===== src/rtl/fb_pkg.sv =====
// Shared types and helpers for the framebuffer writer.
package fb_pkg;
  localparam int PIX_W = 32;

  typedef enum logic {S_SYNC, S_RUN} in_state_t;
  typedef enum logic {B_IDLE, B_REQ} bus_state_t;

  function automatic int idx_width(input int h, input int v);
    return (h * v < 2) ? 1 : $clog2(h * v);
  endfunction
endpackage


===== src/rtl/sync_fifo.sv =====
// Single-clock FIFO with first-word-fall-through head; contents clear on reset.
module sync_fifo #(
  parameter int WIDTH = 8,
  parameter int DEPTH = 16,
  localparam int AW   = $clog2(DEPTH)
) (
  input  logic             clk,
  input  logic             rst_n,
  input  logic             push,
  input  logic [WIDTH-1:0] wdata,
  input  logic             pop,
  output logic [WIDTH-1:0] rdata,
  output logic             full,
  output logic             empty,
  output logic [AW:0]      count
);
  logic [DEPTH-1:0][WIDTH-1:0] mem_q, mem_d;
  logic [AW-1:0]               wr_ptr_q, wr_ptr_d, rd_ptr_q, rd_ptr_d;
  logic [AW:0]                 count_q, count_d;
  logic                        do_push, do_pop;

  assign full  = (count_q == (AW+1)'(DEPTH));
  assign empty = (count_q == '0);
  assign count = count_q;
  assign rdata = mem_q[rd_ptr_q];

  // Full blocks a push even if a pop happens in the same cycle.
  assign do_push = push && !full;
  assign do_pop  = pop && !empty;

  always_comb begin
    mem_d    = mem_q;
    wr_ptr_d = wr_ptr_q;
    rd_ptr_d = rd_ptr_q;
    if (do_push) begin
      mem_d[wr_ptr_q] = wdata;
      wr_ptr_d        = wr_ptr_q + 1'b1;
    end
    if (do_pop) rd_ptr_d = rd_ptr_q + 1'b1;
    count_d = count_q + (AW+1)'(do_push) - (AW+1)'(do_pop);
  end

  always_ff @(posedge clk or negedge rst_n) begin
    if (!rst_n) begin
      mem_q    <= '0;
      wr_ptr_q <= '0;
      rd_ptr_q <= '0;
      count_q  <= '0;
    end else begin
      mem_q    <= mem_d;
      wr_ptr_q <= wr_ptr_d;
      rd_ptr_q <= rd_ptr_d;
      count_q  <= count_d;
    end
  end
endmodule


===== src/rtl/fb_writer.sv =====
// Pixel stream to SDRAM framebuffer writer: raster-order single Wishbone writes,
// gated by the shared arbitration token.
module fb_writer
  import fb_pkg::*;
#(
  parameter int          HDISP      = 800,
  parameter int          VDISP      = 480,
  parameter logic [31:0] BASE_ADDR  = 32'h0,
  parameter int          FIFO_DEPTH = 16
) (
  input  logic             clk,
  input  logic             rst_n,
  input  logic             token,
  input  logic             pix_valid,
  output logic             pix_ready,
  input  logic             pix_sof,
  input  logic [PIX_W-1:0] pix_data,
  output logic             wshb_cyc,
  output logic             wshb_stb,
  output logic             wshb_we,
  output logic [3:0]       wshb_sel,
  output logic [31:0]      wshb_adr,
  output logic [31:0]      wshb_dat_ms,
  output logic [2:0]       wshb_cti,
  output logic [1:0]       wshb_bte,
  input  logic             wshb_ack,
  output logic             frame_done,
  output logic             sof_err
);
  localparam int              IDX_W    = idx_width(HDISP, VDISP);
  localparam int              FW       = IDX_W + PIX_W;
  localparam int              CW       = $clog2(FIFO_DEPTH) + 1;
  localparam logic [IDX_W-1:0] LAST_IDX = IDX_W'(HDISP * VDISP - 1);

  in_state_t        in_state_q, in_state_d;
  bus_state_t       bus_state_q, bus_state_d;
  logic [IDX_W-1:0] idx_q, idx_d;
  logic             sof_err_q, sof_err_d;
  logic             frame_done_q, frame_done_d;

  logic             push, pop, full, empty, accept;
  logic [FW-1:0]    fifo_wdata, fifo_rdata;
  logic [CW-1:0]    count;
  logic [IDX_W-1:0] head_idx;

  sync_fifo #(.WIDTH(FW), .DEPTH(FIFO_DEPTH)) u_fifo (
    .clk   (clk),
    .rst_n (rst_n),
    .push  (push),
    .wdata (fifo_wdata),
    .pop   (pop),
    .rdata (fifo_rdata),
    .full  (full),
    .empty (empty),
    .count (count)
  );

  assign head_idx = fifo_rdata[FW-1:PIX_W];

  // Input side: drop beats until the first SOF, then tag each beat with its raster index.
  always_comb begin
    in_state_d = in_state_q;
    idx_d      = idx_q;
    sof_err_d  = 1'b0;
    push       = 1'b0;
    fifo_wdata = {idx_q, pix_data};
    pix_ready  = (in_state_q == S_SYNC) ? 1'b1 : !full;
    accept     = pix_valid && pix_ready;
    if (accept) begin
      if (pix_sof) begin
        push       = 1'b1;
        fifo_wdata = {{IDX_W{1'b0}}, pix_data};
        idx_d      = IDX_W'(1);
        in_state_d = S_RUN;
        sof_err_d  = (in_state_q == S_RUN) && (idx_q != '0);
      end else if (in_state_q == S_RUN) begin
        push  = 1'b1;
        idx_d = (idx_q == LAST_IDX) ? '0 : idx_q + 1'b1;
      end
    end
  end

  // Bus side: once started, a request holds until ack regardless of token.
  always_comb begin
    bus_state_d  = bus_state_q;
    pop          = 1'b0;
    frame_done_d = 1'b0;
    case (bus_state_q)
      B_IDLE: if (!empty && token) bus_state_d = B_REQ;
      B_REQ: begin
        if (wshb_ack) begin
          pop          = 1'b1;
          frame_done_d = (head_idx == LAST_IDX);
          if (!(count > CW'(1) && token)) bus_state_d = B_IDLE;
        end
      end
      default: bus_state_d = B_IDLE;
    endcase
  end

  always_ff @(posedge clk or negedge rst_n) begin
    if (!rst_n) begin
      in_state_q   <= S_SYNC;
      bus_state_q  <= B_IDLE;
      idx_q        <= '0;
      sof_err_q    <= 1'b0;
      frame_done_q <= 1'b0;
    end else begin
      in_state_q   <= in_state_d;
      bus_state_q  <= bus_state_d;
      idx_q        <= idx_d;
      sof_err_q    <= sof_err_d;
      frame_done_q <= frame_done_d;
    end
  end

  assign wshb_stb    = (bus_state_q == B_REQ);
  assign wshb_cyc    = wshb_stb;
  assign wshb_we     = 1'b1;
  assign wshb_sel    = 4'b1111;
  assign wshb_cti    = 3'b000;
  assign wshb_bte    = 2'b00;
  assign wshb_adr    = BASE_ADDR + 32'({head_idx, 2'b00});
  assign wshb_dat_ms = fifo_rdata[PIX_W-1:0];
  assign frame_done  = frame_done_q;
  assign sof_err     = sof_err_q;
endmodule


===== config.mk =====
export PLATFORM = sky130hd
export DESIGN_NAME = fb_writer
export DESIGN_NICKNAME = d
export VERILOG_FILES = /design/src/rtl/fb_pkg.sv /design/src/rtl/sync_fifo.sv /design/src/rtl/fb_writer.sv
export SDC_FILE = /design/constraint.sdc
export NUM_CORES = 1
export LEC_CHECK = 0
export ABC_AREA = 1
export BUFFER_PORTS_ARGS = -buffer_cell sky130_fd_sc_hd__clkbuf_2
export CELL_PAD_IN_SITES_DETAIL_PLACEMENT = 0
export CELL_PAD_IN_SITES_GLOBAL_PLACEMENT = 2
export CORE_MARGIN = 4
export CORE_UTILIZATION = 34
export DETAILED_ROUTE_END_ITERATION = 7
export PLACE_DENSITY_LB_ADDON = 0.1
export SYNTH_ARGS = -nofsm -noshare
export SYNTH_HDL_FRONTEND = slang
export SYNTH_SLANG_ARGS = --single-unit

===== constraint.sdc =====
create_clock -name clk -period 2.9 [get_ports clk]
set_clock_uncertainty 0.05 [all_clocks]
set_input_delay 0.145 -clock clk [delete_from_list [all_inputs] [get_ports clk]]
set_output_delay 0.145 -clock clk [all_outputs]
set_load 0.02 [all_outputs]

==> results.toml <==
[drt]
dr_total_vias = 35150
vias_per_cell = 5.023
drt_wl_total_mm = 154.8
drc = 0
antenna_left = 0
wl_per_cell_um = 22.12
first_iter_violations = 3087
dr.pass1.iters = 6

[clock_tree]
cts-root-buf = "clkbuf_16"
htreeDepth = 3
cts_buffers = 105
cts_tree = "yes"
clk_latency_ns = 0.69
cts_buffer_depth = 3
clock_sinks = 852
clkSlewWorstSetupHoldPaths_ns = 0.06

[status]
status = "completed"

[critical_path]
worst_path_largest_cell_delay_ns = 0.61
worstSetupPathType = "register to primary output"
cp_slowest_cell = "dfrtp_4"
arrival_ns = 2.67
cp-end-kind = "primary output"
cp-start-kind = "register"
cp_cell_sequence = "inv_16, buf_6, o21ai_0, o221ai_1, nand3_1, nand2_1, clkbuf_2"
crit_fanout = 25
critical_path_required_ns = 2.71

[synth]
synth-compound-area-share_pct = 16.00
synth-simple-area-share_pct = 21.92
synth_top_area_cell = "dfrtp_1"
synthMuxAreaShare_pct = 0
syn_avg_cell_area_um2 = 7.729
synth_warnings = 0
netlist_instances = 5344
ys_ff_latch = 852
ys_top_cells_by_area = "dfrtp_1 (52%), nand2_1 (16%), o21ai_0 (11%)"
syn-cell-area_um2 = 41310
synth_top_family_by_area = "simple AND/OR/NAND/NOR gates"
synthXorXnorAreaFrac_pct = 0.3605
ys_types = 37
yosys.area_share.adder_pct = 0.5028
synth.top_cell.area_share_pct = 51.62
ys_seq_area_share_pct = 51.62

[finish]
layoutNonFillerInstCount = 6997
fillers = 12440
utilization_pct = 39.97
area_delta_synth_final_pct = 16.41
final_common_cell = "nand2_1"
stdcell_area_um2 = 48080
fin_nets = 5358
layout-drive-gt1-share_pct = 9.008
register_area_um2 = 21340
final_cell_mix = "nand2_1 (1,697), o21ai_0 (901), dfrtp_1 (848)"
multiInputGateArea_um2 = 16230

[sta]
rsz0062_at_grt = "yes"
relSlewSlack_pct = 49.74
worst_slew_pin_slew_ns = 0.7539
finalMaxSlewViolations = 0
period_minus_slack_ns = 2.864
setup_viol = 0
max_freq_mhz = 349.2
period_share_pct = 98.76
hold_violations = 0
finalWorstSetupSlack_ns = 0.03608

[grt]
grt_max_degree = 107
grt_pass1_vias = 34330
antenna_found_initial = 2
grt_pass1_wl_mm = 232.2
overflow = 0
grt_use_total_pct = 24.21

[place]
hpwl_mm = 82.88
pre_cts_slack_ns = 0.2752
io_buffers = 93
gp_routability_congestion = 0.7451
place_inst = 6745
dpl_cell_area_um2 = 43690

[floorplanning]
rows = 127
placeableCoreArea_um2 = 120300
die_w_um = 356.6
pin_count = 117
dieArea_um2 = 127100
die-height_um = 356.6
start_util_pct = 34.34

[pwr]
p_leak_nw = 22.93
power.density_nw_per_um2 = 1174
ir_worst_vdd_mv = 0.5673

[hold_path]
hold_class = "input pin to async pin"

[run]
drv_cap = 0
## cell type report
cell class | instances | area share, %
clock buffers | 173 | 6.773
repair buffers | 301 | 6.794
multi-input cells | 3570 | 33.75
flip-flops and latches | 852 | 44.37
repair inverters | 3 | 0.09888
diodes | 1 | 0.005204
clock inverters | 14 | 0.2290
inverters | 471 | 3.783
well taps | 1612 | 4.195
## sequential cells by signal, summed over array words and instances (netlist names)
signal	cells
in_state_q	1
u_fifo.count	5
u_fifo.mem_q	816
u_fifo.wr_ptr_q	4
wshb_cyc	1
idx_q	19
frame_done	1
sof_err	1
u_fifo.rd_ptr_q	4
## cells by family (layout without fill, tap and decap cells)
kind of cell | after synthesis | after routing
flops | 852 | 852
other cells | 2 | 24
xor+xnor | 17 | 17
compound gates | 1276 | 1276
fa+ha+maj | 16 | 16
simple gates | 2238 | 2238
buf+inv | 943 | 962
## repair_timing
action | CTS | global route
buffers inserted | 7 | 7
hold buffers | 39 | 0
pin swaps | 0 | 8
gates resized for setup | 27 | 42
gates cloned | 8 | 3
endpoints found under the setup margin | 50 | 41
hold endpoints to repair | 1120 | 0
## path summary, 6_finish.rpt
kind	startpoint	end	slack (ns)	cells past startpoint
worst max-delay path	u_fifo.rd_ptr_q[1]	wshb_dat_ms[27]	0.04	7
worst min-delay path	rst_n	u_fifo.mem_q[288]	0.04	2
worst max register to register	u_fifo.count[2]	u_fifo.count[4]	0.32	15
worst min register to register	u_fifo.mem_q[689]	u_fifo.mem_q[689]	0.41	2
max in group asynchronous	rst_n	u_fifo.mem_q[623]	1.71	4
min in group clk	pix_sof	in_state_q	0.32	4
## synth_stat cells (all sizes together)
master / n
o22ai: 19
dfrtp: 852
nor4: 2
nor2: 146
nand3: 346
a311oi: 1
nand4: 10
o211ai: 48
nand2: 1716
o21ai: 961
a21oi: 227
fa: 1
conb: 2
ha: 15
o221ai: 17
clkbuf: 248
nor3: 18
a31oi: 1
buf: 224
inv: 471
xor2: 16
xnor2: 1
o21a: 2
## worst max-delay path: cells and delay by family (launching register included)
kind            cells  cell delay, ns
compound gates      2            0.30
buf+inv             3            0.69
flops               1            0.61
simple gates        2            0.34
## metrics by stage
| stage | hold slack (ns) | total power [W] | setup TNS [ns] |
|---|---|---|---|
| 2_1_floorplan | -0.2006 | 0.03356 | 0 |
| 3_3_place_gp | 0.1434 | 0.04224 | 0 |
| 3_5_place_dp | 0.1397 | 0.04245 | 0 |
| 4_1_cts | 0.02894 | 0.05669 | -0.06612 |
| 5_1_grt | 0.04808 | 0.06071 | -0.4177 |
| 6_report | 0.03704 | 0.05647 | 0 |
## where the power goes
part	internal [W]	switching [W]	total (W)	leakage, nW
sequential	0.0169	0.00187	0.0188	10.8
combinational	0.00794	0.0167	0.0247	10.5
clock	0.00766	0.00531	0.0130	1.66
## layer usage
| layer | vias to the layer above | global-route usage, % | share of wire (%) |
|---|---|---|---|
| li1 | 17000 | - | - |
| met2 | 753 | 39.92 | 47 |
| met1 | 17220 | 34.34 | 47 |
| met4 | 0 | 5.021 | 2.0 |
| met3 | 176 | 2.924 | 3.9 |
| met5 | - | 0 | 0 |
Note: power is estimated with default switching activity, not from simulation.
